--- src/rtl/fetch_pkg.sv ---
// rtl/fetch_pkg.sv - shared constants and state encoding for the instruction fetch stage
package fetch_pkg;

  localparam logic [31:0] NOP_WORD  = 32'h0000_0000;
  localparam logic [31:0] HALT_WORD = 32'hFFFF_FFFF;

  typedef enum logic [1:0] {
    IDLE   = 2'd0,
    RUN    = 2'd1,
    HALTED = 2'd2
  } fetch_state_t;

endpackage

--- src/rtl/sat_counter.sv ---
// rtl/sat_counter.sv - up-counter that sticks at all-ones instead of wrapping
module sat_counter #(
  parameter int WIDTH = 16
) (
  input  logic             i_clock,
  input  logic             i_soft_reset,
  input  logic             inc,
  output logic [WIDTH-1:0] count
);

  // count up on inc, hold once every bit is set
  always_ff @(posedge i_clock or posedge i_soft_reset) begin
    if (i_soft_reset) begin
      count <= '0;
    end else if (inc && (count != '1)) begin
      count <= count + 1'b1;
    end
  end

endmodule

--- src/rtl/instruction_fetch.sv ---
// rtl/instruction_fetch.sv - fetch stage: drives sync instruction memory, hands words to decode
module instruction_fetch #(
  parameter int CONTADOR_LENGTH    = 11,
  parameter int INSTRUCTION_LENGTH = 32,
  parameter int COUNT_LENGTH       = 16,
  parameter logic [INSTRUCTION_LENGTH-1:0] HALT_WORD = fetch_pkg::HALT_WORD
) (
  input  logic                          i_clock,
  input  logic                          i_soft_reset,
  input  logic                          i_enable,
  input  logic                          i_stall,
  input  logic                          i_flush,
  input  logic [CONTADOR_LENGTH-1:0]    i_pc,
  output logic                          o_pc_enable,
  output logic [CONTADOR_LENGTH-1:0]    o_mem_addr,
  output logic                          o_mem_en,
  input  logic [INSTRUCTION_LENGTH-1:0] i_mem_data,
  output logic [INSTRUCTION_LENGTH-1:0] o_instruction,
  output logic [CONTADOR_LENGTH-1:0]    o_pc_plus_1,
  output logic                          o_valid,
  output logic                          o_halted,
  output logic [COUNT_LENGTH-1:0]       o_fetch_count
);

  import fetch_pkg::NOP_WORD;
  import fetch_pkg::fetch_state_t;
  import fetch_pkg::IDLE;
  import fetch_pkg::RUN;
  import fetch_pkg::HALTED;

  fetch_state_t                 state;
  logic [CONTADOR_LENGTH-1:0]   fetched_pc;
  logic                         issued;
  logic                         valid_q;
  logic                         shown;
  logic                         halt_seen;
  logic                         issue;
  logic                         accept;

  // a word is on the memory output only after at least one address went out
  assign shown     = valid_q & issued;
  assign halt_seen = (state == RUN) & shown & (i_mem_data == HALT_WORD) & ~i_flush;
  assign issue     = (state == RUN) & i_enable & ~i_stall & ~halt_seen;
  assign accept    = shown & ~i_stall & i_enable & ~i_flush;

  assign o_mem_addr    = i_pc;
  assign o_mem_en      = issue;
  assign o_pc_enable   = issue;
  assign o_valid       = valid_q;
  assign o_halted      = (state == HALTED);
  assign o_instruction = shown ? i_mem_data : INSTRUCTION_LENGTH'(NOP_WORD);
  assign o_pc_plus_1   = fetched_pc + 1'b1;

  // run-control FSM: start on enable, stop for good on a delivered halt word
  always_ff @(posedge i_clock or posedge i_soft_reset) begin
    if (i_soft_reset) begin
      state <= IDLE;
    end else begin
      case (state)
        IDLE:    if (i_enable) state <= RUN;
        RUN:     if (halt_seen) state <= HALTED;
        HALTED:  state <= HALTED;
        default: state <= IDLE;
      endcase
    end
  end

  // track which address is in flight and whether its word is deliverable
  always_ff @(posedge i_clock or posedge i_soft_reset) begin
    if (i_soft_reset) begin
      fetched_pc <= '0;
      issued     <= 1'b0;
      valid_q    <= 1'b0;
    end else if (issue) begin
      fetched_pc <= i_pc;
      issued     <= 1'b1;
      valid_q    <= ~i_flush;
    end else if (i_flush || halt_seen) begin
      valid_q    <= 1'b0;
    end
  end

  sat_counter #(
    .WIDTH (COUNT_LENGTH)
  ) u_fetch_count (
    .i_clock      (i_clock),
    .i_soft_reset (i_soft_reset),
    .inc          (accept),
    .count        (o_fetch_count)
  );

endmodule

--- config.mk ---
export PLATFORM = sky130hd
export DESIGN_NAME = instruction_fetch
export DESIGN_NICKNAME = d
export VERILOG_FILES = /design/src/rtl/fetch_pkg.sv /design/src/rtl/sat_counter.sv /design/src/rtl/instruction_fetch.sv
export SDC_FILE = /design/constraint.sdc
export NUM_CORES = 1
export LEC_CHECK = 0
export ABC_AREA = 1
export BUFFER_PORTS_ARGS = -buffer_cell sky130_fd_sc_hd__buf_2
export CORE_AREA = 2 2 75 77
export CTS_BUF_LIST = sky130_fd_sc_hd__clkbuf_2
export DETAILED_ROUTE_END_ITERATION = 12
export DIE_AREA = 0 0 77 79
export HOLD_SLACK_MARGIN = 0.06
export PLACE_DENSITY = 0.9
export SLEW_MARGIN = 15
export SYNTH_ARGS = -nofsm -noshare
export SYNTH_HDL_FRONTEND = slang
export SYNTH_SLANG_ARGS = --single-unit
--- constraint.sdc ---
create_clock -name i_clock -period 1.7 [get_ports i_clock]
set_input_delay 0.17 -clock i_clock [delete_from_list [all_inputs] [get_ports i_clock]]
set_output_delay 0.17 -clock i_clock [all_outputs]
set_load 0.05 [all_outputs]
[Word-level counts from Yosys, hierarchy flattened]
Index checks and enable logic that the tools add are counted.
Word-level totals
  register bits: 31
  latch bits: 0
  RAM bits: 0
  memory bits (read-only): 0
  bits of input ports: 48
  output and inout port bits: 74
  memories kept: 0
Operators by class
  add/subtract/negate cells: 2
  $mul: 0
  divide/modulo/power cells: 0
  order comparisons: 0
  equal/unequal tests: 6
  shift-type cells: 0
  mux-type cells: 6
  bitwise operators: 13
  reduce and logical (&&, ||, !) cells: 5
Operators by type and width (count)
  $eq A32 B32 Y1 const B: 1
  $mux W32: 1
  $add A16 B1 Y16 const B: 1
  $ne A16 B16 Y1 const B: 1
  $add A11 B1 Y11 const B: 1
  $and A1 B1 Y1: 10
  $pmux W2 S3: 1
  $mux W2: 2
  $ne A2 B2 Y1 const B: 2
  $not A1 Y1: 3
  $eq A2 B1 Y1 const B: 1
  $eq A2 B2 Y1 const B: 1
  $logic_not A2 Y1: 1
  $mux W1: 2
  $reduce_and A2 Y1: 1
  $reduce_bool A2 Y1: 1
  $logic_and A1 B1 Y1: 1
  $logic_or A1 B1 Y1: 1

[Depth between registers and ports, before layout]
  word-level depth: 7
  mapped depth: 10

[Hierarchy]
A second synthesis with hierarchy kept.
Unflattened totals
  cells, all modules: 387
  area total of the unflattened synthesis: 2493.6 µm²
Modules (own cells, without submodules)
  instruction_fetch: instances 1, cells each 237, area each 1423.9 µm²
  sat_counter: instances 1, cells each 150, area each 1069.8 µm²

[Least setup slack after synthesis]
No wires, ideal clock.
  path type: register to register
  start: register valid_q, in the netlist o_valid
  end: register state[0]
  library setup time: 0.116 ns
  arrival time: 2.187 ns
  required time: 1.584 ns
  path slack: -0.603 ns
  cell stages (with the launch flop): 10
  buffers on the path: 0
  period minus slack after synthesis: 2.303 ns
  path through: dfrtp_1 nand2_1 nor2_1 nand3_1 nor2_1 nand3_1 nand2_1 nand2_1 nand2_1 nand2_1
Between the ends
  longest elaborated chain between the ends: 6
Ends and longest elaborated chain
  start: declaration: RTL line instruction_fetch.sv:34  | logic valid_q;
  start signal: assignment: RTL line instruction_fetch.sv:77  | valid_q <= ~i_flush;
  $and A1 B1 Y1: RTL line instruction_fetch.sv:41  | assign shown = valid_q & issued;
  $and A1 B1 Y1 (3 in series): RTL line instruction_fetch.sv:42  | assign halt_seen = (state == RUN) & shown & (i_mem_data == HALT_WORD) & ~i_flush;
  $ne A2 B2 Y1 (no source line)
  $reduce_and A2 Y1 (no source line)
  end signal: assignment: RTL line instruction_fetch.sv:57  | state <= IDLE;
  end signal: assignment: RTL line instruction_fetch.sv:60  | IDLE: if (i_enable) state <= RUN;
  end signal: assignment: RTL line instruction_fetch.sv:61  | RUN: if (halt_seen) state <= HALTED;
  end: declaration: RTL line instruction_fetch.sv:31  | fetch_state_t state;
No other way between the ends.
A chain may end at the register's enable or synchronous reset.

[Final worst setup path]
  start: register fetched_pc[0]
  end: output port o_pc_plus_1[10]
Between the ends
  longest elaborated chain between the ends: 1
Ends and longest elaborated chain
  start: declaration: RTL line instruction_fetch.sv:32  | logic [CONTADOR_LENGTH-1:0] fetched_pc;
  start signal: assignment: RTL line instruction_fetch.sv:75  | fetched_pc <= i_pc;
  $add A11 B1 Y11: RTL line instruction_fetch.sv:52  | assign o_pc_plus_1 = fetched_pc + 1'b1;
  end: declaration: RTL line instruction_fetch.sv:19  | output logic [CONTADOR_LENGTH-1:0] o_pc_plus_1,
No other way between the ends.

==> impl_metrics.prom <==
# TYPE chip_impl_metric gauge
chip_impl_metric{name="total_leakage_power",unit="nW"} 2.095
chip_impl_info{name="clockRootBuffer",value="sky130_fd_sc_hd__clkbuf_2"} 1
chip_impl_metric{name="timing.reg2reg.setup_slack",unit="ns"} 0.10
chip_impl_info{name="cp-start-kind",value="register"} 1
chip_impl_metric{name="power.density_cell_area",unit="nW/um^2"} 1151
chip_impl_metric{name="setup-tns-final",unit="ns"} -2.023
chip_impl_metric{name="first_pass_iters",unit=""} 6
chip_impl_metric{name="drt_iter0_markers",unit=""} 163
chip_impl_metric{name="period_minus_slack",unit="ns"} 2.133
chip_impl_metric{name="synth.distinct_cells",unit=""} 28
chip_impl_info{name="cts_tree",value="built"} 1
chip_impl_metric{name="wl_met3",unit="um"} 469
chip_impl_metric{name="grt_start_max_net_pins",unit=""} 32
chip_impl_metric{name="dieHeight",unit="um"} 79
chip_impl_metric{name="dp_hpwl",unit="mm"} 5.003
chip_impl_metric{name="maxSlewHeadroom",unit=""} 0.7303
chip_impl_metric{name="synthCells",unit=""} 366
chip_impl_metric{name="overflow",unit=""} 0
chip_impl_metric{name="grt_pass1_vias",unit=""} 2475
chip_impl_info{name="synth_flop_cell",value="sky130_fd_sc_hd__dfrtp_1"} 1
chip_impl_metric{name="ys_ff_latch",unit=""} 31
chip_impl_info{name="run_status",value="finished, violations left"} 1
chip_impl_metric{name="timing.final.hold_violations",unit=""} 0
chip_impl_metric{name="viasPerCell",unit=""} 5.126
chip_impl_metric{name="design.die.area",unit="um^2"} 6083
chip_impl_metric{name="power.net_switching",unit="mW"} 2.372
chip_impl_metric{name="clk_pin_slew_worst_paths",unit="ns"} 0.17
chip_impl_metric{name="worst-path-max-fanout",unit=""} 2
chip_impl_metric{name="max-clock-path-buffers",unit=""} 2
chip_impl_metric{name="grt_antenna_before_repair",unit=""} 0
chip_impl_metric{name="final_count_of_negative_setup_slack_endpoints",unit=""} 9
chip_impl_metric{name="initial_core_util",unit=""} 0.4477
chip_impl_metric{name="num-nets-final",unit=""} 567
chip_impl_metric{name="synthArstFlopShare",unit=""} 1.000
chip_impl_metric{name="synth_nets",unit=""} 420
chip_impl_metric{name="total_power",unit="mW"} 4.531
chip_impl_metric{name="die_x",unit="um"} 77
chip_impl_info{name="timing.rr.start",value="state[1]"} 1
chip_impl_metric{name="transition_time_at_the_pin_with_the_least_slew_margin",unit="ns"} 0.4015
chip_impl_metric{name="cts_num_sinks",unit=""} 31
chip_impl_metric{name="routed-wl-met2",unit="mm"} 4.664
chip_impl_metric{name="htree_levels",unit=""} 2
chip_impl_metric{name="switching_share",unit=""} 0.5236
chip_impl_metric{name="share_comb_of_total_power",unit=""} 0.622
chip_impl_metric{name="gp_congestion",unit=""} 0.8642
chip_impl_info{name="worstReg2RegEnd",value="state[0]"} 1
chip_impl_metric{name="synth_edf_count",unit=""} 0
chip_impl_metric{name="detail_route.drc_violations",unit=""} 0
chip_impl_info{name="topRoutingLayerUsed",value="met4"} 1
chip_impl_metric{name="seqPwrFrac",unit=""} 0.267
chip_impl_info{name="grt_setup_unrepaired",value="true"} 1
chip_impl_info{name="criticalPathCategory",value="register to output port"} 1
chip_impl_metric{name="timing.fmax",unit="GHz"} 0.4687
chip_impl_metric{name="post_synth.cell_area_avg",unit="um^2"} 6.529
chip_impl_info{name="hp-class",value="primary input to register"} 1
chip_impl_metric{name="filler_cell_count",unit=""} 403
chip_impl_metric{name="floorplan.rows",unit=""} 27
chip_impl_metric{name="period_share",unit=""} 1.255
chip_impl_metric{name="warning_count_from_the_yosys_run",unit=""} 0
chip_impl_metric{name="timing.max_cap.violations",unit=""} 0
chip_impl_info{name="min_delay_worst_endpoint",value="o_valid"} 1
chip_impl_metric{name="design.core.area",unit="um^2"} 5338
chip_impl_metric{name="port_buffers",unit=""} 121
chip_impl_metric{name="power.share.clock",unit=""} 0.111
chip_impl_metric{name="synth_area",unit="um^2"} 2390
chip_impl_metric{name="hold_path_depth",unit=""} 4
chip_impl_metric{name="worst-endpoint-arrival",unit="ns"} 1.96
chip_impl_metric{name="antenna-diode-count",unit=""} 0
chip_impl_metric{name="ff2ff_path_depth",unit=""} 11
chip_impl_metric{name="dp_slack",unit="ns"} -0.03381
chip_impl_metric{name="wire_length_reported_by_the_detailed_router",unit="mm"} 8.727
chip_impl_metric{name="clk-insertion-delay-late",unit="ns"} 0.37
chip_impl_metric{name="fraction_of_final_layout_cells_sized_beyond_drive_strength_1",unit=""} 0.4339
chip_impl_metric{name="number_of_pins_with_negative_max_slew_slack_in_the_final_report",unit=""} 0
chip_impl_metric{name="grt_pass1_wl",unit="mm"} 10.96
chip_impl_metric{name="synth_top_cell_area_share",unit=""} 0.3246
chip_impl_metric{name="grt_use_total",unit=""} 0.2229
chip_impl_metric{name="wl_per_cell",unit="um"} 14.89
chip_impl_info{name="timing.critical_path.to_type",value="output port"} 1
chip_impl_metric{name="total_number_of_vias",unit=""} 3004
chip_impl_metric{name="cts_buffers",unit=""} 5
chip_impl_metric{name="synth_sequential_area_ratio",unit=""} 0.3246
chip_impl_metric{name="antenna_left",unit=""} 0
chip_impl_metric{name="max-vdd-ir-drop",unit="mV"} 0.9103
chip_impl_info{name="netlist_top_cells_area",value="sky130_fd_sc_hd__dfrtp_1 32%, sky130_fd_sc_hd__nand2_1 17%, sky130_fd_sc_hd__nor2_1 9.6%"} 1
chip_impl_metric{name="clock-skew-final",unit="ns"} 0.01949
chip_impl_metric{name="cell_internal_pwr",unit="mW"} 2.159
chip_impl_metric{name="area.growth.synth_to_final",unit="%"} 64.66
chip_impl_metric{name="routedLengthMet1",unit="mm"} 3.107
chip_impl_metric{name="finalWorstSetupSlack",unit="ns"} -0.4334
chip_impl_info{name="failed_checks",value="setup timing"} 1
chip_impl_info{name="timing.hold.worst.start",value="i_flush"} 1
chip_impl_metric{name="timing.critical_path.required",unit="ns"} 1.53
chip_impl_metric{name="io-pin-count",unit=""} 122
chip_impl_info{name="synth_top_cell_by_area",value="sky130_fd_sc_hd__dfrtp_1"} 1
-- state kept, by name, summed over array words and instances (netlist names) --
register,count
issued,1
fetched_pc,11
u_fetch_count.count,16
state,2
o_valid,1
-- power groups by stage --
stage	Combinational [mW]	Sequential [mW]	Clock (mW)
global route	2.97	1.24	0.561
global placement	2.20	1.20	0
detailed placement	2.26	1.21	0
finish	2.82	1.21	0.503
CTS	2.50	1.19	0.511
floorplan	1.61	1.35	0
-- logic make-up (layout without fill, tap and decap cells) --
family,after synthesis,in the layout,share of synthesized area
AOI/OAI and AO/OA,9,9,0.02461
xor gates and xnor gates,18,18,0.06597
adders and majority gates,6,6,0.03141
buffers and inverters,83,231,0.1597
DFF,31,31,0.3246
and+or+nand+nor,219,219,0.3937
-- cells in the final DEF, fill, tap and decap left out, types with 6 or more instances in the layout --
master,n
sky130_fd_sc_hd__xor2_1,9
sky130_fd_sc_hd__nand4_1,6
sky130_fd_sc_hd__dlygate4sd3_1,12
sky130_fd_sc_hd__nand2_1,104
sky130_fd_sc_hd__buf_2,82
sky130_fd_sc_hd__nor2_2,10
sky130_fd_sc_hd__nor2_1,28
sky130_fd_sc_hd__dfrtp_2,6
sky130_fd_sc_hd__dfrtp_1,25
sky130_fd_sc_hd__buf_6,36
sky130_fd_sc_hd__nor2_4,25
sky130_fd_sc_hd__nor3_1,10
sky130_fd_sc_hd__nand3_1,26
sky130_fd_sc_hd__inv_1,56
sky130_fd_sc_hd__buf_4,24
-- worst max path at each step --
stage	start	to	slack [ns]	depth (start not counted)
2_1_floorplan	o_valid	o_pc_enable	-0.09	7
3_3_place_gp	fetched_pc[0]	o_pc_plus_1[10]	0.01	8
3_5_place_dp	fetched_pc[0]	o_pc_plus_1[10]	-0.03	8
4_1_cts	fetched_pc[0]	o_pc_plus_1[10]	-0.36	8
5_1_grt	fetched_pc[1]	o_pc_plus_1[10]	-0.61	8
6_report	fetched_pc[0]	o_pc_plus_1[10]	-0.43	8
-- through the flow --
step	area, um^2	utilization	hold WS [ns]	std cells
global placement	3128	0.5860	0.2656	550
global route	3935	0.7372	0.06932	586
finish	3935	0.7372	0.1118	586
CTS	3460	0.6481	0.07975	580
detailed placement	3128	0.5860	0.2715	550
floorplan	2504	-	0.2731	366
-- layout make-up --
| cell class | instances | area [um^2] | area share |
|---|---|---|---|
| sequential | 31 | 783.3 | 0.1990 |
| inverter | 63 | 242.7 | 0.06169 |
| multi-input combinational | 252 | 1524 | 0.3873 |
| clock buffer | 5 | 25.02 | 0.006359 |
| clock inverter | 3 | 38.79 | 0.009857 |
| tap | 72 | 90.09 | 0.02289 |
| timing repair buffer | 160 | 1231 | 0.3129 |
-- cell usage after synthesis, types with 2 or more instances --
cell and count:
sky130_fd_sc_hd__nand2_1 107, sky130_fd_sc_hd__nor2_1 61, sky130_fd_sc_hd__inv_1 60, sky130_fd_sc_hd__nand3_1 26
sky130_fd_sc_hd__nor3_1 10, sky130_fd_sc_hd__xnor2_1 7, sky130_fd_sc_hd__o21ai_2 3, sky130_fd_sc_hd__dfrtp_1 31
sky130_fd_sc_hd__nand4_1 6, sky130_fd_sc_hd__clkbuf_1 5, sky130_fd_sc_hd__buf_4 13, sky130_fd_sc_hd__ha_1 6
sky130_fd_sc_hd__o21ai_0 5, sky130_fd_sc_hd__inv_2 2, sky130_fd_sc_hd__xor2_1 11
-- worst max-delay path, stage by stage (launching register included) --
cell and delay, ns:
sky130_fd_sc_hd__dfrtp_1 0.39, sky130_fd_sc_hd__ha_2 0.19, sky130_fd_sc_hd__nand2_2 0.06, sky130_fd_sc_hd__inv_2 0.07
sky130_fd_sc_hd__nand4_1 0.11, sky130_fd_sc_hd__nor2_1 0.16, sky130_fd_sc_hd__nand4_1 0.23, sky130_fd_sc_hd__xnor2_4 0.20
sky130_fd_sc_hd__buf_6 0.17
-- what timing repair did --
| item | in CTS | in global routing |
|---|---|---|
| pin swaps | 4 | 3 |
| buffers inserted | 10 | 5 |
| gates cloned | 0 | 3 |
| endpoints found under the hold margin | 42 | 0 |
| endpoints found under the setup margin | 37 | 52 |
| hold buffers | 12 | 0 |
| resized for setup | 26 | 147 |
-- routing by layer --
layer  vias to the layer above  GRT usage
met4                         0    0.05179
li1                       1388          -
met1                      1399     0.2565
met2                       166     0.4228
met3                        51    0.04773
met5                         -          0
Power figures use the tool's default switching activity.
